**config.mk**
```make
export PLATFORM = sky130hd
export DESIGN_NAME = hazard_scoreboard_unit_flat
export DESIGN_NICKNAME = d
export VERILOG_FILES = /design/src/rtl/hazard_pkg.sv /design/src/rtl/hazard_scoreboard_unit_if.sv /design/src/rtl/md_scoreboard.sv /design/src/rtl/hazard_scoreboard_unit.sv /design/src/flat_wrapper.sv
export SDC_FILE = /design/constraint.sdc
export NUM_CORES = 1
export LEC_CHECK = 0
export CORE_MARGIN = 3
export CORE_UTILIZATION = 60
export CTS_CLUSTER_DIAMETER = 100
export DETAILED_ROUTE_END_ITERATION = 10
export DONT_BUFFER_PORTS = 1
export GPL_TIMING_DRIVEN = 0
export PLACE_DENSITY = 0.76
export SYNTH_ARGS = -nofsm -noshare
export SYNTH_HDL_FRONTEND = slang
export SYNTH_SLANG_ARGS = --single-unit
export TNS_END_PERCENT = 1
```
**constraint.sdc**
```tcl
create_clock -name clk -period 6.8 [get_ports clk]
set_clock_uncertainty 0.05 [all_clocks]
set_input_delay 1.02 -clock clk [delete_from_list [all_inputs] [get_ports clk]]
set_output_delay 1.02 -clock clk [all_outputs]
set_load 0.01 [all_outputs]
```
**src/rtl/hazard_pkg.sv**
```systemverilog
// -----------------------------------------------------------------------------
// hazard_pkg
// Shared types for the hazard/scoreboard unit of the 5-stage RV32IM pipeline:
//   fwd_sel_e     - operand forwarding mux select
//   WB_LOAD       - writeback-select encoding that marks a load in Execute
//   hazard_ctrl_t - bundled stage stall/flush controls
// -----------------------------------------------------------------------------
package hazard_pkg;

  typedef enum logic [1:0] {
    FWD_M  = 2'b00,  // forward the Memory-stage result
    FWD_RF = 2'b01,  // no hazard, use the register-file read
    FWD_W  = 2'b10   // forward the Writeback-stage result
  } fwd_sel_e;

  localparam logic [1:0] WB_LOAD = 2'b10;

  typedef struct packed {
    logic stallF;
    logic stallD;
    logic flushD;
    logic flushE;
  } hazard_ctrl_t;

endpackage

```
**src/rtl/hazard_scoreboard_unit_if.sv**
```systemverilog
// -----------------------------------------------------------------------------
// hazard_scoreboard_unit_if
// Bundle between the pipeline datapath (master) and the hazard unit (slave).
//   Decode  : raddr1D/raddr2D/rdD, reg_wrD, md_opD
//   Execute : raddr1E/raddr2E, waddrE, reg_wrE, wb_selE, md_startE, br_taken
//   Mem/WB  : waddrM/W, reg_wrM/W
//   mul/div : md_done, md_waddr
//   Outputs : StallF/StallD/FlushD/FlushE, forwardAE/BE, sb_pending, md_busy,
//             hazard_err
// -----------------------------------------------------------------------------
interface hazard_scoreboard_unit_if #(
  parameter int NREG = 32,
  parameter int AW   = $clog2(NREG)
);
  import hazard_pkg::*;

  logic [AW-1:0]   raddr1D, raddr2D, rdD;
  logic            reg_wrD, md_opD;
  logic [AW-1:0]   raddr1E, raddr2E;
  logic [AW-1:0]   waddrE, waddrM, waddrW;
  logic            reg_wrE, reg_wrM, reg_wrW;
  logic [1:0]      wb_selE;
  logic            md_startE, md_done;
  logic [AW-1:0]   md_waddr;
  logic            br_taken;

  logic            StallF, StallD, FlushD, FlushE;
  fwd_sel_e        forwardAE, forwardBE;
  logic [NREG-1:0] sb_pending;
  logic            md_busy;
  logic            hazard_err;

  // Datapath side: drives pipeline state, consumes the controls.
  modport master (
    output raddr1D, raddr2D, rdD, reg_wrD, md_opD,
    output raddr1E, raddr2E, waddrE, waddrM, waddrW,
    output reg_wrE, reg_wrM, reg_wrW, wb_selE,
    output md_startE, md_done, md_waddr, br_taken,
    input  StallF, StallD, FlushD, FlushE, forwardAE, forwardBE,
    input  sb_pending, md_busy, hazard_err
  );

  // Hazard unit side.
  modport slave (
    input  raddr1D, raddr2D, rdD, reg_wrD, md_opD,
    input  raddr1E, raddr2E, waddrE, waddrM, waddrW,
    input  reg_wrE, reg_wrM, reg_wrW, wb_selE,
    input  md_startE, md_done, md_waddr, br_taken,
    output StallF, StallD, FlushD, FlushE, forwardAE, forwardBE,
    output sb_pending, md_busy, hazard_err
  );

endinterface

```
**src/rtl/md_scoreboard.sv**
```systemverilog
// -----------------------------------------------------------------------------
// md_scoreboard
// Per-register pending bits for destinations of in-flight mul/div ops, plus
// the mul/div busy flag.
//   i_md_start  - mul/div issued this cycle, destination i_set_addr
//   i_md_done   - mul/div result written this cycle, destination i_clr_addr
//   o_pending   - one bit per architectural register (bit 0 never set)
//   o_md_busy   - a mul/div is in flight
// A set and a clear of the same register in one cycle leaves it set.
// -----------------------------------------------------------------------------
module md_scoreboard #(
  parameter int NREG = 32,
  parameter int AW   = $clog2(NREG)
) (
  input  logic            clk,
  input  logic            rst_n,
  input  logic            i_md_start,
  input  logic [AW-1:0]   i_set_addr,
  input  logic            i_md_done,
  input  logic [AW-1:0]   i_clr_addr,
  output logic [NREG-1:0] o_pending,
  output logic            o_md_busy
);

  localparam logic [NREG-1:0] ONE_HOT0 = NREG'(1);

  logic [NREG-1:0] w_set_mask;
  logic [NREG-1:0] w_clr_mask;
  logic [NREG-1:0] r_pending;
  logic            r_md_busy;

  // NOTE: every variable assigned in always_comb gets a default first, so no
  // path leaves it unassigned and no latch is inferred.
  always_comb begin
    w_set_mask = '0;
    w_clr_mask = '0;
    if (i_md_start && (i_set_addr != '0)) w_set_mask = ONE_HOT0 << i_set_addr;
    if (i_md_done)                        w_clr_mask = ONE_HOT0 << i_clr_addr;
  end

  // NOTE: the pending vector is control state, not data storage, so it is
  // reset like any other flop; a stale bit would stall the pipeline forever.
  always_ff @(posedge clk or negedge rst_n) begin
    if (!rst_n) begin
      r_pending <= '0;
      r_md_busy <= 1'b0;
    end else begin
      // NOTE: sequential state uses non-blocking assignments so every flop
      // samples pre-edge values regardless of statement order.
      // Clear first, then OR in the set mask: set wins on a collision.
      r_pending <= (r_pending & ~w_clr_mask) | w_set_mask;
      if (i_md_start)     r_md_busy <= 1'b1;
      else if (i_md_done) r_md_busy <= 1'b0;
    end
  end

  assign o_pending = r_pending;
  assign o_md_busy = r_md_busy;

endmodule

```
**src/rtl/hazard_scoreboard_unit.sv**
```systemverilog
// -----------------------------------------------------------------------------
// hazard_scoreboard_unit
// Hazard unit for the 5-stage RV32IM pipeline: operand forwarding (M over W),
// load-use and mul/div scoreboard stalls, branch flushes and a stall watchdog.
//   clk, rst_n - pipeline clock, asynchronous active-low reset
//   bus        - slave side of hazard_scoreboard_unit_if (see that file)
// Stage controls and forwarding are combinational; sb_pending, md_busy and
// hazard_err are registered.
// -----------------------------------------------------------------------------
module hazard_scoreboard_unit
  import hazard_pkg::*;
#(
  parameter int NREG          = 32,
  parameter int AW            = $clog2(NREG),
  parameter int STALL_TIMEOUT = 64
) (
  input  logic                      clk,
  input  logic                      rst_n,
  hazard_scoreboard_unit_if.slave   bus
);

  localparam int            CW      = $clog2(STALL_TIMEOUT + 1);
  localparam logic [CW-1:0] TIMEOUT = CW'(STALL_TIMEOUT);

  logic [NREG-1:0] w_pending;
  logic            w_md_busy;
  logic            w_load_use, w_raw_md, w_waw_md, w_struct_md, w_sb_stall;
  hazard_ctrl_t    w_ctrl;
  logic [CW-1:0]   r_stall_cnt;
  logic            r_hazard_err;

  md_scoreboard #(.NREG(NREG), .AW(AW)) u_md_scoreboard (
    .clk        (clk),
    .rst_n      (rst_n),
    .i_md_start (bus.md_startE),
    .i_set_addr (bus.waddrE),
    .i_md_done  (bus.md_done),
    .i_clr_addr (bus.md_waddr),
    .o_pending  (w_pending),
    .o_md_busy  (w_md_busy)
  );

  // Memory stage has the younger result, so it is checked before Writeback.
  function automatic fwd_sel_e fwd_select(input logic [AW-1:0] src,
                                          input logic [AW-1:0] wa_m,
                                          input logic          we_m,
                                          input logic [AW-1:0] wa_w,
                                          input logic          we_w);
    if ((src != '0) && (src == wa_m) && we_m)      return FWD_M;
    else if ((src != '0) && (src == wa_w) && we_w) return FWD_W;
    else                                           return FWD_RF;
  endfunction

  // A register is "busy" for Decode when its pending bit is set or when the
  // mul/div targeting it is being issued from Execute right now.
  function automatic logic md_owns(input logic [AW-1:0] r,
                                   input logic [NREG-1:0] pend,
                                   input logic start,
                                   input logic [AW-1:0] wa_e);
    return (r != '0) && (pend[r] || (start && (wa_e == r)));
  endfunction

  always_comb begin
    w_load_use  = (bus.wb_selE == WB_LOAD) && bus.reg_wrE && (bus.waddrE != '0) &&
                  ((bus.waddrE == bus.raddr1D) || (bus.waddrE == bus.raddr2D));
    w_raw_md    = md_owns(bus.raddr1D, w_pending, bus.md_startE, bus.waddrE) ||
                  md_owns(bus.raddr2D, w_pending, bus.md_startE, bus.waddrE);
    w_waw_md    = bus.reg_wrD && md_owns(bus.rdD, w_pending, bus.md_startE, bus.waddrE);
    w_struct_md = bus.md_opD && (w_md_busy || bus.md_startE);
    w_sb_stall  = w_load_use || w_raw_md || w_waw_md || w_struct_md;

    w_ctrl = '0;
    if (bus.br_taken) begin
      // The instructions in D/E are on the wrong path; holding them would be
      // pointless, so a taken branch overrides any stall.
      w_ctrl.flushD = 1'b1;
      w_ctrl.flushE = 1'b1;
    end else if (w_sb_stall) begin
      w_ctrl.stallF = 1'b1;
      w_ctrl.stallD = 1'b1;
      w_ctrl.flushE = 1'b1;
    end
  end

  // Watchdog: counts consecutive Decode stalls and saturates at the timeout.
  always_ff @(posedge clk or negedge rst_n) begin
    if (!rst_n) begin
      r_stall_cnt  <= '0;
      r_hazard_err <= 1'b0;
    end else if (w_ctrl.stallD) begin
      if (r_stall_cnt != TIMEOUT)           r_stall_cnt  <= r_stall_cnt + 1'b1;
      if (r_stall_cnt >= TIMEOUT - 1'b1)    r_hazard_err <= 1'b1;
    end else begin
      r_stall_cnt <= '0;
    end
  end

  assign bus.StallF     = w_ctrl.stallF;
  assign bus.StallD     = w_ctrl.stallD;
  assign bus.FlushD     = w_ctrl.flushD;
  assign bus.FlushE     = w_ctrl.flushE;
  assign bus.forwardAE  = fwd_select(bus.raddr1E, bus.waddrM, bus.reg_wrM,
                                     bus.waddrW, bus.reg_wrW);
  assign bus.forwardBE  = fwd_select(bus.raddr2E, bus.waddrM, bus.reg_wrM,
                                     bus.waddrW, bus.reg_wrW);
  assign bus.sb_pending = w_pending;
  assign bus.md_busy    = w_md_busy;
  assign bus.hazard_err = r_hazard_err;

endmodule

```
**src/flat_wrapper.sv**
```systemverilog
// flat-port wrapper written by rule: the top's interface ports become plain ports
module hazard_scoreboard_unit_flat import hazard_pkg::*;
#(
  parameter int NREG          = 32,
  parameter int AW            = $clog2(NREG),
  parameter int STALL_TIMEOUT = 64
)
  (clk, rst_n, bus_raddr1D, bus_raddr2D, bus_rdD, bus_reg_wrD, bus_md_opD, bus_raddr1E, bus_raddr2E, bus_waddrE, bus_waddrM, bus_waddrW, bus_reg_wrE, bus_reg_wrM, bus_reg_wrW, bus_wb_selE, bus_md_startE, bus_md_done, bus_md_waddr, bus_br_taken, bus_StallF, bus_StallD, bus_FlushD, bus_FlushE, bus_forwardAE, bus_forwardBE, bus_sb_pending, bus_md_busy, bus_hazard_err);
  hazard_scoreboard_unit_if #(.NREG(NREG), .AW(AW)) bus_i ();
  input  logic clk;
  input  logic rst_n;
  input wire logic [$bits(bus_i.raddr1D)-1:0] bus_raddr1D;
  input wire logic [$bits(bus_i.raddr2D)-1:0] bus_raddr2D;
  input wire logic [$bits(bus_i.rdD)-1:0] bus_rdD;
  input wire logic [$bits(bus_i.reg_wrD)-1:0] bus_reg_wrD;
  input wire logic [$bits(bus_i.md_opD)-1:0] bus_md_opD;
  input wire logic [$bits(bus_i.raddr1E)-1:0] bus_raddr1E;
  input wire logic [$bits(bus_i.raddr2E)-1:0] bus_raddr2E;
  input wire logic [$bits(bus_i.waddrE)-1:0] bus_waddrE;
  input wire logic [$bits(bus_i.waddrM)-1:0] bus_waddrM;
  input wire logic [$bits(bus_i.waddrW)-1:0] bus_waddrW;
  input wire logic [$bits(bus_i.reg_wrE)-1:0] bus_reg_wrE;
  input wire logic [$bits(bus_i.reg_wrM)-1:0] bus_reg_wrM;
  input wire logic [$bits(bus_i.reg_wrW)-1:0] bus_reg_wrW;
  input wire logic [$bits(bus_i.wb_selE)-1:0] bus_wb_selE;
  input wire logic [$bits(bus_i.md_startE)-1:0] bus_md_startE;
  input wire logic [$bits(bus_i.md_done)-1:0] bus_md_done;
  input wire logic [$bits(bus_i.md_waddr)-1:0] bus_md_waddr;
  input wire logic [$bits(bus_i.br_taken)-1:0] bus_br_taken;
  output wire logic [$bits(bus_i.StallF)-1:0] bus_StallF;
  output wire logic [$bits(bus_i.StallD)-1:0] bus_StallD;
  output wire logic [$bits(bus_i.FlushD)-1:0] bus_FlushD;
  output wire logic [$bits(bus_i.FlushE)-1:0] bus_FlushE;
  output wire logic [$bits(bus_i.forwardAE)-1:0] bus_forwardAE;
  output wire logic [$bits(bus_i.forwardBE)-1:0] bus_forwardBE;
  output wire logic [$bits(bus_i.sb_pending)-1:0] bus_sb_pending;
  output wire logic [$bits(bus_i.md_busy)-1:0] bus_md_busy;
  output wire logic [$bits(bus_i.hazard_err)-1:0] bus_hazard_err;
  assign bus_i.raddr1D = bus_raddr1D;
  assign bus_i.raddr2D = bus_raddr2D;
  assign bus_i.rdD = bus_rdD;
  assign bus_i.reg_wrD = bus_reg_wrD;
  assign bus_i.md_opD = bus_md_opD;
  assign bus_i.raddr1E = bus_raddr1E;
  assign bus_i.raddr2E = bus_raddr2E;
  assign bus_i.waddrE = bus_waddrE;
  assign bus_i.waddrM = bus_waddrM;
  assign bus_i.waddrW = bus_waddrW;
  assign bus_i.reg_wrE = bus_reg_wrE;
  assign bus_i.reg_wrM = bus_reg_wrM;
  assign bus_i.reg_wrW = bus_reg_wrW;
  assign bus_i.wb_selE = bus_wb_selE;
  assign bus_i.md_startE = bus_md_startE;
  assign bus_i.md_done = bus_md_done;
  assign bus_i.md_waddr = bus_md_waddr;
  assign bus_i.br_taken = bus_br_taken;
  assign bus_StallF = bus_i.StallF;
  assign bus_StallD = bus_i.StallD;
  assign bus_FlushD = bus_i.FlushD;
  assign bus_FlushE = bus_i.FlushE;
  assign bus_forwardAE = bus_i.forwardAE;
  assign bus_forwardBE = bus_i.forwardBE;
  assign bus_sb_pending = bus_i.sb_pending;
  assign bus_md_busy = bus_i.md_busy;
  assign bus_hazard_err = bus_i.hazard_err;
  hazard_scoreboard_unit #(.NREG(NREG), .AW(AW), .STALL_TIMEOUT(STALL_TIMEOUT)) u_core (.clk(clk), .rst_n(rst_n), .bus(bus_i));
endmodule
```
* Word level (Yosys, flattened, before mapping)
Cells that the tools add are included.
Word-level totals: bits of input ports 57, output and inout port bits 42, register bits 41, word-level logic and storage cells 82
Operators by class: shift operators 2, multiplexer cells 21, bitwise logic cells 3, eq/ne operators 10, reduce and logical (&&, ||, !) cells 37, $lt $le $gt $ge 4, add/subtract/negate cells 1
Operators by type and width (count):
- 32-bit 2-to-1 mux | 2
- 1-bit by 5-bit << shifter with 32-bit output (first input constant) | 2
- 5-bit == test | 7
- 32-bit AND | 1
- 32-bit inverter | 1
- 32-bit bitwise OR | 1
- 5-bit nonzero test | 6
- 1-bit logical AND | 20
- 5-bit by 6-bit < comparator with 1-bit output (second input constant) | 3
- 1-bit binary-select mux with 5-bit select | 3
- 7-bit 2-to-1 mux | 2
- 2-bit 2-to-1 mux | 6
- 1-bit logical OR | 9
- 1-bit 2-to-1 mux | 8
- 7-bit by 1-bit adder with 7-bit output (second input constant) | 1
- 7-bit by 6-bit >= comparator with 1-bit output (second input constant) | 1
- 7-bit != test (second input constant) | 1
- 2-bit == test (second input constant) | 1
- 2-bit by 1-bit != test with 1-bit output (second input constant) | 1
- 2-bit AND reduction | 1
- 2-bit nonzero test | 1

* Logic depth before layout (Yosys ltp)
Gate-level depths: netlist of run 1.
depth after elaboration 11, depth in mapped cells 9, depth with buffers taken out 6

* Modules after synthesis
A second synthesis of run 1 with hierarchy kept.
Second synthesis, totals: cells, all modules 351, area, all modules 3328.2 um^2
By module, submodules not included:
- hazard_scoreboard_unit | area an instance 1948.1 um^2, cells each 220, instances 1, sequential area each 200.2 um^2
- md_scoreboard | area an instance 1380.1 um^2, cells each 131, instances 1, sequential area each 825.8 um^2

* Worst setup path after synthesis of run 1
No wires, ideal clock.
path kind input to output, start point in bus_raddr1D[0], end point out bus_StallF, cell stages on the path 8, setup slack 2675 ps, required time 5730 ps, path buffers 2, data arrival time 3055 ps, path through clkbuf_1 mux4_2 mux2_2 nand3_1 nand3_1 a2111oi_4 a21oi_1 buf_4
Between the ends: longest elaborated chain between the ends 10, elaborated cells on any way between the ends 15, classes of those cells eq/ne: 1; mux: 4; reduce/logical: 10
RTL lines:
- start, declared | RTL line flat_wrapper.sv:12 | input wire logic [$bits(bus_i.raddr1D)-1:0] bus_raddr1D;
- 1-bit binary-select mux with 5-bit select or 5-bit == test (tied branches) | RTL line hazard_scoreboard_unit.sv:60, hazard_scoreboard_unit.sv:65
- 1-bit 2-to-1 mux (not written as such) or 1-bit logical AND (tied branches) | RTL line hazard_scoreboard_unit.sv:60 | return (r != '0) && (pend[r] || (start && (wa_e == r)));
- 1-bit logical OR | RTL line hazard_scoreboard_unit.sv:60
- 1-bit logical AND | RTL line hazard_scoreboard_unit.sv:60
- 1-bit logical OR | RTL line hazard_scoreboard_unit.sv:66 | w_raw_md = md_owns(bus.raddr1D, w_pending, bus.md_startE, bus.waddrE) ||
- 1-bit logical OR (*) (3 in series) | RTL line hazard_scoreboard_unit.sv:70 | w_sb_stall = w_load_use || w_raw_md || w_waw_md || w_struct_md;
- 2-bit 2-to-1 mux (*) | RTL line hazard_scoreboard_unit.sv:78 | end else if (w_sb_stall) begin
- 2-bit 2-to-1 mux (*) | RTL line hazard_scoreboard_unit.sv:73 | if (bus.br_taken) begin
- end, declared | RTL line flat_wrapper.sv:30 | output wire logic [$bits(bus_i.StallF)-1:0] bus_StallF;
Mark *: on every way between the ends. The rest lies on a longest branch, timed or not. The select of a mux whose other input is x is not followed.

* Worst setup path after layout of run 1
start point in bus_raddr1D[1], end point out bus_StallF
Same word-level chain as after synthesis.

==> results of run 1 <==
Yosys cell counts, types with 3 or more instances:
library cell               number  area (um2)
sky130_fd_sc_hd__o21ai_0       51       255.2
sky130_fd_sc_hd__dfrtp_1       41        1026
sky130_fd_sc_hd__nand2_1       33       123.9
sky130_fd_sc_hd__xor2_1        22       192.7
sky130_fd_sc_hd__nand3_1       21       105.1
sky130_fd_sc_hd__mux2i_1       18       180.2
sky130_fd_sc_hd__nor2_1        17       63.81
sky130_fd_sc_hd__xnor2_1       17       148.9
sky130_fd_sc_hd__clkbuf_1      15       56.30
sky130_fd_sc_hd__mux4_2        14       315.3
sky130_fd_sc_hd__nor2b_1       13       81.33
sky130_fd_sc_hd__nand2b_1      12       75.07
sky130_fd_sc_hd__o31ai_1        9       67.56
sky130_fd_sc_hd__a21oi_1        8       40.04
sky130_fd_sc_hd__a211oi_1       7       52.55
sky130_fd_sc_hd__inv_1          6       22.52
sky130_fd_sc_hd__nand4_1        6       37.54
sky130_fd_sc_hd__buf_2          5       25.02
sky130_fd_sc_hd__nor3_1         5       25.02
sky130_fd_sc_hd__nor4_1         5       31.28
sky130_fd_sc_hd__a22oi_1        4       30.03
sky130_fd_sc_hd__a31oi_1        3       18.77
sky130_fd_sc_hd__mux4_1         3       78.83
sky130_fd_sc_hd__nand3b_1       3       22.52
sky130_fd_sc_hd__o41ai_1        3       26.28
registers in the layout, indices dropped and copies added, names as in the netlist:
signal	flops
u_core.u_md_scoreboard.o_pending	32
u_core.r_stall_cnt	7
u_core.bus.hazard_err	1
u_core.u_md_scoreboard.o_md_busy	1
cell type report:
class | instances | area (um2) | area share [%]
Buffer | 24 | 118.9 | 3.319
Clock buffer | 5 | 68.82 | 1.922
Clock inverter | 3 | 22.52 | 0.6289
Inverter | 6 | 22.52 | 0.6289
Multi-Input combinational cell | 298 | 2235 | 62.40
Sequential cell | 41 | 1026 | 28.65
Tap cell | 70 | 87.58 | 2.446
worst max path at each step:
stage | end | cells after the start
6_report | bus_StallF | 9
5_1_grt | bus_StallF | 8
4_1_cts | bus_StallF | 8
3_5_place_dp | bus_StallF | 8
3_3_place_gp | bus_StallF | 8
2_1_floorplan | bus_StallF | 8
critical path: stages:
cell and delay [ps]:
sky130_fd_sc_hd__clkbuf_1 370, sky130_fd_sc_hd__buf_2 390, sky130_fd_sc_hd__mux2i_1 290, sky130_fd_sc_hd__a21oi_1 100, sky130_fd_sc_hd__nand3_1 90, sky130_fd_sc_hd__o41ai_1 110
sky130_fd_sc_hd__a2111oi_4 630, sky130_fd_sc_hd__a21oi_1 270, sky130_fd_sc_hd__buf_4 230
power by group through the flow:
stage	combinational [mW]	sequential [mW]	clock, mW
6_report	0.229	0.396	0.164
5_1_grt	0.254	0.399	0.175
4_1_cts	0.227	0.391	0.167
3_5_place_dp	0.224	0.397	0
3_3_place_gp	0.221	0.394	0
2_1_floorplan	0.186	0.357	0
through the flow:
stage / utilization (%) / hold WS, ps / instances / instance area (um2) / power (mW)
after global placement: 65.81 / 531.9 / 439 / 3490 / 0.6145
after global routing: 67.53 / 332.6 / 447 / 3581 / 0.8277
final: 67.53 / 348.9 / 447 / 3581 / 0.7888
after floorplan: - / 482.2 / 369 / 3402 / 0.5430
after CTS: 67.53 / 339.1 / 447 / 3581 / 0.7848
after detailed placement: 65.81 / 547.6 / 439 / 3490 / 0.6210
cell families (layout without fill, tap and decap cells):
| logic type | count (synthesis) | in the layout | synth area share, % |
|---|---|---|---|
| AND/OR/NAND/NOR | 126 | 126 | 19.71 |
| buffers and inverters | 30 | 38 | 4.155 |
| AO/OA/AOI/OAI | 94 | 94 | 17.54 |
| XOR/XNOR | 39 | 39 | 10.04 |
| adder cells (fa/ha/maj) | 2 | 2 | 0.7354 |
| multiplexers | 37 | 37 | 17.65 |
| flip-flops | 41 | 41 | 30.16 |
layer usage:
layer  up-vias  track usage [%]  routed length [um]  share of wire, %
li1       1382                -                   -                 -
met1      1489            40.92                3875                39
met2       200            49.67                4777                48
met3        35            8.980                1121                11
met4         0            10.98                 232               2.3
met5         -                0                   0                 0
==> flow_summary.json, run 1 <==
{
  "globalRouteTotalUtil_pct": 31.32,
  "holdCritPathClass": "in2async",
  "r2r-start": "u_core.u_md_scoreboard.o_pending[22]",
  "setup_ws_final_ps": 2213,
  "clock_power_share_pct": 20.8,
  "core_um2": 5303,
  "rsz0062_at_grt": "false",
  "synth_cell_types": 47,
  "start_util_pct": 64.16,
  "detail_route.wl_per_cell_um": 22.38,
  "synth_sequential_area_ratio_pct": 30.16,
  "cts-root-to-sink-buffers": 2,
  "number_of_inserted_filler_cells_in_the_final_layout": 446,
  "worstRegToRegCells": 6,
  "die_width_um": 81.30,
  "startpoint": "bus_raddr1D[1]",
  "setup.worst_path.start_class": "input pin",
  "final_routed_wirelength_um": 10010,
  "portBuffers": 0,
  "critical_path_peak_fanout": 10,
  "leakagePower_nw": 1.363,
  "hold_buf_cts": 0,
  "grt-ovfl-total": 0,
  "antenna_violations_before_repair": 0,
  "io-pin-count": 99,
  "die_h_um": 81.30,
  "cts_inserted_buffers": 5,
  "routed-via-count": 3106,
  "detailedRoute.firstIterationViolations": 294,
  "leading_cell_types_in_the_layout_fill_and_taps_excluded": "sky130_fd_sc_hd__o21ai_0, sky130_fd_sc_hd__dfrtp_1, sky130_fd_sc_hd__nand2_1",
  "worst_r2r_endpoint": "u_core.r_stall_cnt[0]",
  "htree_levels": 2,
  "nets": 435,
  "total_switching_power_mw": 0.3113,
  "synth_async_sr_flop_share_pct": 100.0,
  "residual_drc_count": 0,
  "cts_num_sinks": 41,
  "drv_cap": 0,
  "routabilityCongestion": 0.9532,
  "worstPathRequired_ps": 5730,
  "layout_commonest_cell": "sky130_fd_sc_hd__o21ai_0",
  "dp.final_hpwl_um": 7685,
  "synthesis.yosys.warnings": 0,
  "cts_setup_buffers": 0,
  "tns_ps": 0,
  "n_antenna_cell": 0,
  "first_global_vias": 3141,
  "count_of_flip_flops_with_a_built_in_enable_after_synthesis": 0,
  "die-area_um2": 6610,
  "cts.clk_slew.worst_paths_ps": 90,
  "tritoncts_clock_tree": "done",
  "irDropWorstVdd_v": 0.0001935,
  "rows": 26,
  "timing.reg2reg.setup_slack_ps": 4240,
  "slew_headroom_pct": 42.54,
  "syn_to_final_growth_pct": 5.259,
  "finalSetupViolations": 0,
  "worstSetupPathType": "in2out",
  "ys_seq_elements": 41,
  "worst_setup_slack_after_placement_ps": 2250,
  "switching_share_pct": 39.46,
  "run_status": "finished clean",
  "vias_per_cell": 6.949,
  "comb_power_share_pct": 29.0,
  "netlist_instances": 369,
  "postCtsResizedCells": 0,
  "post_route_cells_drive_above_1_share_pct": 10.88,
  "synthesis.area_um2": 3402,
  "power_report.internal_total_mw": 0.4775,
  "cp_data_arrival_time_ps": 3520,
  "max_clock_freq_ghz": 0.2180,
  "timing_hold_violations_final": 0,
  "fin_crit_ps": 4587,
  "detailed_routing_iteration_count_for_the_pre_antenna_repair_pass": 5,
  "maxSlewViolCount": 0,
  "mean_post_synth_cell_area_um2": 9.220,
  "worst_slew_pin_slew_ps": 861.9,
  "crit_end_element": "primary output",
  "mapped_nets": 428,
  "worst_skew_late_latency_ps": 300,
  "yosys_most_used_dff": "sky130_fd_sc_hd__dfrtp_1",
  "grt_pass1_wl_um": 15660,
  "route.antenna.remaining_nets": 0,
  "share_seq_of_total_power_pct": 50.2,
  "cellPowerDensity_nw_per_um2": 220.3,
  "grt_max_degree": 42,
  "timing.final.crit_share_pct": 67.45,
  "cts_root_buf": "sky130_fd_sc_hd__clkbuf_8"
}
Note: power is estimated with default switching activity, not from simulation.
==> run 2, diff against run 1 <==
--- a/config.mk
+++ b/config.mk
@@ -5,6 +5,7 @@
 export SDC_FILE = /design/constraint.sdc
 export NUM_CORES = 1
 export LEC_CHECK = 0
+export ABC_AREA = 1
 export CORE_MARGIN = 3
 export CORE_UTILIZATION = 60
 export CTS_CLUSTER_DIAMETER = 100
==> constraint.sdc (replaced) <==
create_clock -name clk -period 4.7 [get_ports clk]
set_clock_uncertainty 0.05 [all_clocks]
set_input_delay 0.705 -clock clk [delete_from_list [all_inputs] [get_ports clk]]
set_output_delay 0.705 -clock clk [all_outputs]
set_load 0.01 [all_outputs]
==> flow_summary.json, run 2 <==
{
  "run_status": "finished clean",
  "worstSetupPathType": "in2out",
  "post_route_cells_drive_above_1_share_pct": 6.133,
  "cts_num_sinks": 41,
  "crit_buf_inv": 4,
  "timing.critical_path.cells": "inv_1 -> buf_4 -> nand2_1 -> nand3_1 -> nand3_1 -> nand3_1 -> nand2_1 -> nand2_1 -> nand3_1 -> a21oi_2 -> nand2_2 -> nand2_4 -> inv_1 -> buf_4",
  "leakagePower_nw": 1.854,
  "rsz0062_at_grt": "false",
  "worstPathRequired_ps": 3940,
  "worst_slew_pin_slew_ps": 572.5,
  "synth_area_leader_cell": "sky130_fd_sc_hd__dfrtp_1",
  "max_clock_freq_ghz": 0.3211,
  "timing_hold_violations_final": 0,
  "detailed_place.area_um2": 3737,
  "htree_levels": 2,
  "layout_commonest_cell": "sky130_fd_sc_hd__nand2_1",
  "die_width_um": 83.97,
  "synth_cell_types": 38,
  "dp.final_hpwl_um": 9312,
  "cp_data_arrival_time_ps": 2360,
  "grt_max_degree": 42,
  "timing.reg2reg.setup_slack_ps": 2860,
  "first_global_vias": 3914,
  "grt-ovfl-total": 0,
  "tritoncts_clock_tree": "done",
  "leading_cell_types_in_the_layout_fill_and_taps_excluded": "sky130_fd_sc_hd__nand2_1, sky130_fd_sc_hd__inv_1, sky130_fd_sc_hd__nand3_1",
  "detail_route.wl_per_cell_um": 17.90,
  "hold_buf_cts": 0,
  "maxSlewViolCount": 0,
  "mapped_nets": 638,
  "worst_skew_late_latency_ps": 300,
  "netlist_instances": 579,
  "final_routed_wirelength_um": 11800,
  "rows": 27,
  "n_antenna_cell": 0,
  "postLayoutCellArea_um2": 3854,
  "die_h_um": 83.97,
  "finalCoreUtilization_pct": 67.50,
  "route.antenna.remaining_nets": 0,
  "slew_headroom_pct": 60.85,
  "yosys_most_used_dff": "sky130_fd_sc_hd__dfrtp_1",
  "core_um2": 5709,
  "drv_cap": 0,
  "netlist.area_leader.share_pct": 28.13,
  "crit_end_element": "primary output",
  "synthesis.yosys.warnings": 0,
  "antenna_violations_before_repair": 0,
  "critical-path-slowest-cell": "sky130_fd_sc_hd__buf_4",
  "tns_ps": 0,
  "cts_root_buf": "sky130_fd_sc_hd__clkbuf_8",
  "ys_top_cells_by_count": "sky130_fd_sc_hd__nand2_1, sky130_fd_sc_hd__inv_1, sky130_fd_sc_hd__nand3_1",
  "most_frequent_cp_cell": "sky130_fd_sc_hd__nand3_1",
  "routed-via-count": 4071,
  "critPathMaxStageDelay_ps": 240,
  "synth_sequential_area_ratio_pct": 28.13,
  "start_util_pct": 63.88,
  "setup_ws_final_ps": 1586,
  "holdCritPathClass": "in2async",
  "cts.clk_slew.worst_paths_ps": 80,
  "synth_async_sr_flop_share_pct": 100.0,
  "routabilityCongestion": 0.9620,
  "post_synth_main_area_contributors": "sky130_fd_sc_hd__dfrtp_1, sky130_fd_sc_hd__nand2_1, sky130_fd_sc_hd__nand3_1",
  "detailed_routing_iteration_count_for_the_pre_antenna_repair_pass": 5,
  "residual_drc_count": 0,
  "vias_per_cell": 6.178,
  "critical_path_peak_fanout": 10,
  "timing.final.crit_share_pct": 66.26,
  "worst_setup_slack_after_placement_ps": 1635,
  "postCtsResizedCells": 0,
  "count_of_flip_flops_with_a_built_in_enable_after_synthesis": 0,
  "cts_setup_buffers": 0,
  "cts-root-to-sink-buffers": 2,
  "nets": 645,
  "io-pin-count": 99,
  "ys_seq_elements": 41,
  "mean_post_synth_cell_area_um2": 6.299,
  "irDropWorstVdd_v": 0.0002816,
  "syn_to_final_growth_pct": 5.660,
  "finalSetupViolations": 0,
  "setup.worst_path.start_class": "input pin",
  "detailedRoute.firstIterationViolations": 403,
  "globalRouteTotalUtil_pct": 33.73,
  "die-area_um2": 7050,
  "grt_pass1_wl_um": 19310,
  "largest_reg_flops": 32,
  "cts_inserted_buffers": 5,
  "critPathTopFamily": "simple AND/OR/NAND/NOR gates",
  "cellPowerDensity_nw_per_um2": 312.4,
  "synthesis.area_um2": 3647,
  "synth_most_common_cell": "sky130_fd_sc_hd__nand2_1",
  "portBuffers": 0,
  "fin_crit_ps": 3114
}
-- run 2: cell types whose count changed in the layout (fill, tap and decap cells not counted), moves of 13 or more --
cell and change:
sky130_fd_sc_hd__nand2_1 +122, sky130_fd_sc_hd__nor2b_1 -13, sky130_fd_sc_hd__nand3_1 +52, sky130_fd_sc_hd__inv_1 +72, sky130_fd_sc_hd__nor2_1 +22, sky130_fd_sc_hd__o21ai_0 +16, sky130_fd_sc_hd__mux2i_1 -18, sky130_fd_sc_hd__mux4_2 -14
-- run 2: cell families (layout without fill, tap and decap cells) --
kind of cell | count (synthesis) | count (layout) | share of synthesized area (%)
simple gates | 304 | 304 | 36.09
compound gates | 102 | 102 | 15.85
buf+inv | 107 | 115 | 13.52
xor+xnor | 23 | 23 | 5.729
flops | 41 | 41 | 28.13
fa+ha+maj | 2 | 2 | 0.6860
-- run 2: report_power, final --
group / switching [mW] / total [mW] / internal (mW)
clock network: 0.123 / 0.296 / 0.173
registers: 0.114 / 0.534 / 0.420
logic: 0.248 / 0.373 / 0.125
-- run 2: through the flow --
step                      hold WS, ps  std cells  total power [mW]
after floorplan                 359.4        579            0.7825
after global placement          360.2        651            0.8862
after detailed placement        360.1        651            0.8996
after CTS                       42.56        659             1.189
after global routing            33.17        659             1.274
final                           41.96        659             1.204
-- run 2: area by class of cell --
class / instances / area [um2]
fillers: 538 / 1856
flip-flops and latches: 41 / 1026
multi-input cells: 431 / 2128
well taps: 72 / 90.09
inverters: 81 / 304.0
clock inverters: 1 / 30.03
plain buffers: 26 / 188.9
clock buffers: 7 / 86.33
-- run 2: worst reg2reg max path, cell delays in order, from the launching register on --
cell and delay [ps]:
sky130_fd_sc_hd__dfrtp_1 440, sky130_fd_sc_hd__inv_1 160, sky130_fd_sc_hd__nand2_1 80, sky130_fd_sc_hd__nand3_1 80, sky130_fd_sc_hd__nand2_1 60, sky130_fd_sc_hd__nand2_1 50, sky130_fd_sc_hd__nand2_1 40, sky130_fd_sc_hd__nor2_1 100
sky130_fd_sc_hd__nand2_1 90, sky130_fd_sc_hd__nand2_1 80, sky130_fd_sc_hd__nand2_1 50, sky130_fd_sc_hd__nand2_1 50, sky130_fd_sc_hd__nand2_1 70, sky130_fd_sc_hd__inv_1 90, sky130_fd_sc_hd__nand2_2 80, sky130_fd_sc_hd__nand2_4 110
sky130_fd_sc_hd__nor2_1 50
-- run 2: path summary, 6_finish.rpt --
check | cells past startpoint | end | startpoint
max | 14 | bus_StallF | bus_rdD[0]
min | 0 | u_core.u_md_scoreboard.o_pending[9] | rst_n
max reg2reg | 16 | u_core.r_stall_cnt[1] | u_core.u_md_scoreboard.o_pending[9]
min reg2reg | 2 | u_core.bus.hazard_err | u_core.bus.hazard_err
max in group asynchronous | 0 | u_core.r_stall_cnt[0] | rst_n
min in group clk | 1 | u_core.u_md_scoreboard.o_md_busy | bus_md_done
-- run 2: layer usage --
layer | vias to the layer above | track usage [%] | routed length, um
met5 | - | 0 | 0
met4 | 0 | 12.28 | 294
met1 | 1906 | 44.60 | 4751
met3 | 25 | 6.515 | 1145
met2 | 231 | 54.81 | 5606
li1 | 1909 | - | -
==> run 3, diff against run 2 <==
--- a/config.mk
+++ b/config.mk
@@ -7,12 +7,12 @@
 export LEC_CHECK = 0
 export ABC_AREA = 1
 export CORE_MARGIN = 3
-export CORE_UTILIZATION = 60
+export CORE_UTILIZATION = 59
 export CTS_CLUSTER_DIAMETER = 100
 export DETAILED_ROUTE_END_ITERATION = 10
 export DONT_BUFFER_PORTS = 1
 export GPL_TIMING_DRIVEN = 0
-export PLACE_DENSITY = 0.76
+export PLACE_DENSITY = 0.78
 export SYNTH_ARGS = -nofsm -noshare
 export SYNTH_HDL_FRONTEND = slang
 export SYNTH_SLANG_ARGS = --single-unit
==> constraint.sdc (replaced) <==
create_clock -name clk -period 2.7 [get_ports clk]
set_clock_uncertainty 0.05 [all_clocks]
set_input_delay 0.405 -clock clk [delete_from_list [all_inputs] [get_ports clk]]
set_output_delay 0.405 -clock clk [all_outputs]
set_load 0.01 [all_outputs]
==> flow_summary.json, run 3 (same netlist as run 2, synthesis figures left out) <==
{
  "run_status": "finished clean",
  "timing_hold_violations_final": 0,
  "leading_cell_types_in_the_layout_fill_and_taps_excluded": "sky130_fd_sc_hd__nand2_1, sky130_fd_sc_hd__nand3_1, sky130_fd_sc_hd__inv_1, sky130_fd_sc_hd__o21ai_0, sky130_fd_sc_hd__nor2_1",
  "detailedRoute.firstIterationViolations": 350,
  "largest_reg_flops": 32,
  "htree_levels": 2,
  "setup.worst_path.start_class": "flop",
  "final_routed_wirelength_um": 12050,
  "nets": 648,
  "number_of_inserted_filler_cells_in_the_final_layout": 562,
  "dp.final_hpwl_um": 9369,
  "cts_inserted_buffers": 5,
  "leakagePower_nw": 1.861,
  "rsz0062_at_grt": "false",
  "detailed_place.area_um2": 3741,
  "detail_route.wl_per_cell_um": 18.12,
  "residual_drc_count": 0,
  "cts-root-to-sink-buffers": 2,
  "tns_ps": 0,
  "drv_cap": 0,
  "cp_data_arrival_time_ps": 2060,
  "worstPathRequired_ps": 2250,
  "met2_wirelength_um": 5761,
  "worst_setup_slack_after_placement_ps": 258.4,
  "cellPowerDensity_nw_per_um2": 543.1,
  "grt_max_degree": 42,
  "timing.final.crit_share_pct": 93.26,
  "wirelength_met1_um": 4830,
  "setup_ws_final_ps": 182.1,
  "rows": 28,
  "maxSlewViolCount": 0,
  "antenna_violations_before_repair": 0,
  "finalCoreUtilization_pct": 65.46,
  "holdCritPathClass": "in2reg",
  "first_global_vias": 3830,
  "grt-ovfl-total": 0,
  "vias_per_cell": 6.096,
  "routed-via-count": 4054,
  "postLayoutCellArea_um2": 3899,
  "grt_pass1_wl_um": 19310,
  "irDropWorstVdd_v": 0.0005067,
  "routabilityCongestion": 1.010,
  "cts_root_buf": "sky130_fd_sc_hd__clkbuf_8",
  "dr.max_layer_used": "met4",
  "n_antenna_cell": 0,
  "route.antenna.remaining_nets": 0,
  "die_h_um": 84.63,
  "worst_skew_late_latency_ps": 300,
  "cts_num_sinks": 41,
  "post_route_cells_drive_above_1_share_pct": 8.814,
  "layout_commonest_cell": "sky130_fd_sc_hd__nand2_1",
  "slew_headroom_pct": 53.04,
  "cts.clk_slew.worst_paths_ps": 80,
  "worst_slew_pin_slew_ps": 686.7,
  "die_width_um": 84.63,
  "finalSetupViolations": 0,
  "detailed_routing_iteration_count_for_the_pre_antenna_repair_pass": 5,
  "max_clock_freq_ghz": 0.3971,
  "core_um2": 5956,
  "tritoncts_clock_tree": "done",
  "fin_crit_ps": 2518,
  "critical_path_peak_fanout": 3,
  "syn_to_final_growth_pct": 6.895,
  "io-pin-count": 99,
  "start_util_pct": 61.24,
  "portBuffers": 0,
  "met3_wirelength_um": 1079,
  "globalRouteTotalUtil_pct": 33.63,
  "die-area_um2": 7161,
  "worstSetupPathType": "reg2out",
  "crit_end_element": "primary output"
}
==> run 3: stage by stage <==
stage	std cells	power (mW)	hold slack, ps
2_1_floorplan	579	1.362	59.41
3_5_place_dp	654	1.568	59.94
6_report	665	2.117	151.2
4_1_cts	664	2.087	152.2
3_3_place_gp	654	1.547	60.05
5_1_grt	665	2.244	178.5
==> run 3: critical path, cell delays in order (launching register included) <==
cell	delay, ps
sky130_fd_sc_hd__dfrtp_1	430
sky130_fd_sc_hd__inv_1	170
sky130_fd_sc_hd__nand2_1	70
sky130_fd_sc_hd__nand3_1	80
sky130_fd_sc_hd__nand2_1	60
sky130_fd_sc_hd__nand2_1	60
sky130_fd_sc_hd__nand2_1	50
sky130_fd_sc_hd__inv_1	50
sky130_fd_sc_hd__nand2_1	40
sky130_fd_sc_hd__nand2_1	50
sky130_fd_sc_hd__nand3_1	60
sky130_fd_sc_hd__nand2_1	110
sky130_fd_sc_hd__nand2_1	60
sky130_fd_sc_hd__inv_1	80
sky130_fd_sc_hd__nand2_2	80
sky130_fd_sc_hd__nand2_4	80
sky130_fd_sc_hd__inv_1	70
sky130_fd_sc_hd__buf_4	150
==> run 3: layout make-up <==
class / count / area, um2 / area share (%)
sequential: 41 / 1030 / 26.41
tap: 75 / 93.84 / 2.407
inverter: 81 / 304.0 / 7.798
clock buffer: 7 / 86.33 / 2.214
multi-input combinational: 431 / 2128 / 54.59
clock inverter: 1 / 30.03 / 0.7702
timing repair buffer: 3 / 37.54 / 0.9628
buffer: 26 / 188.9 / 4.846
==> run 3: path summary, 6_finish.rpt <==
| path | depth (start not counted) | slack, ps | end | start |
|---|---|---|---|---|
| max reg2reg | 17 | 790 | u_core.r_stall_cnt[5] | u_core.u_md_scoreboard.o_pending[5] |
| min | 1 | 150 | u_core.u_md_scoreboard.o_md_busy | bus_md_done |
| max | 17 | 180 | bus_StallF | u_core.u_md_scoreboard.o_pending[5] |
| max in group asynchronous | 2 | 1870 | u_core.u_md_scoreboard.o_pending[14] | rst_n |
| min reg2reg | 2 | 540 | u_core.bus.hazard_err | u_core.bus.hazard_err |
| min in group asynchronous | 2 | 520 | u_core.u_md_scoreboard.o_md_busy | rst_n |
==> run 3: what timing repair did <==
item / in CTS / in global routing
gates resized for setup: 0 / 14
hold buffers: 2 / 0
setup buffers: 0 / 1
endpoints found under the hold margin: 41 / 0
setup endpoints to repair: 0 / 1
==> run 3: layer usage <==
metal | global-route usage, % | vias to the layer above
li1 | - | 1919
met1 | 44.61 | 1872
met2 | 55.87 | 229
met3 | 5.790 | 34
met4 | 10.94 | 0
met5 | 0 | -
==> run 3: report_power, final <==
part           switching, mW  leakage (nW)  total [mW]  internal [mW]
Clock                  0.208        0.0585       0.510          0.301
Sequential             0.205         0.504       0.938          0.733
Combinational          0.444          1.30       0.670          0.226
Total                  0.857          1.86        2.12           1.26
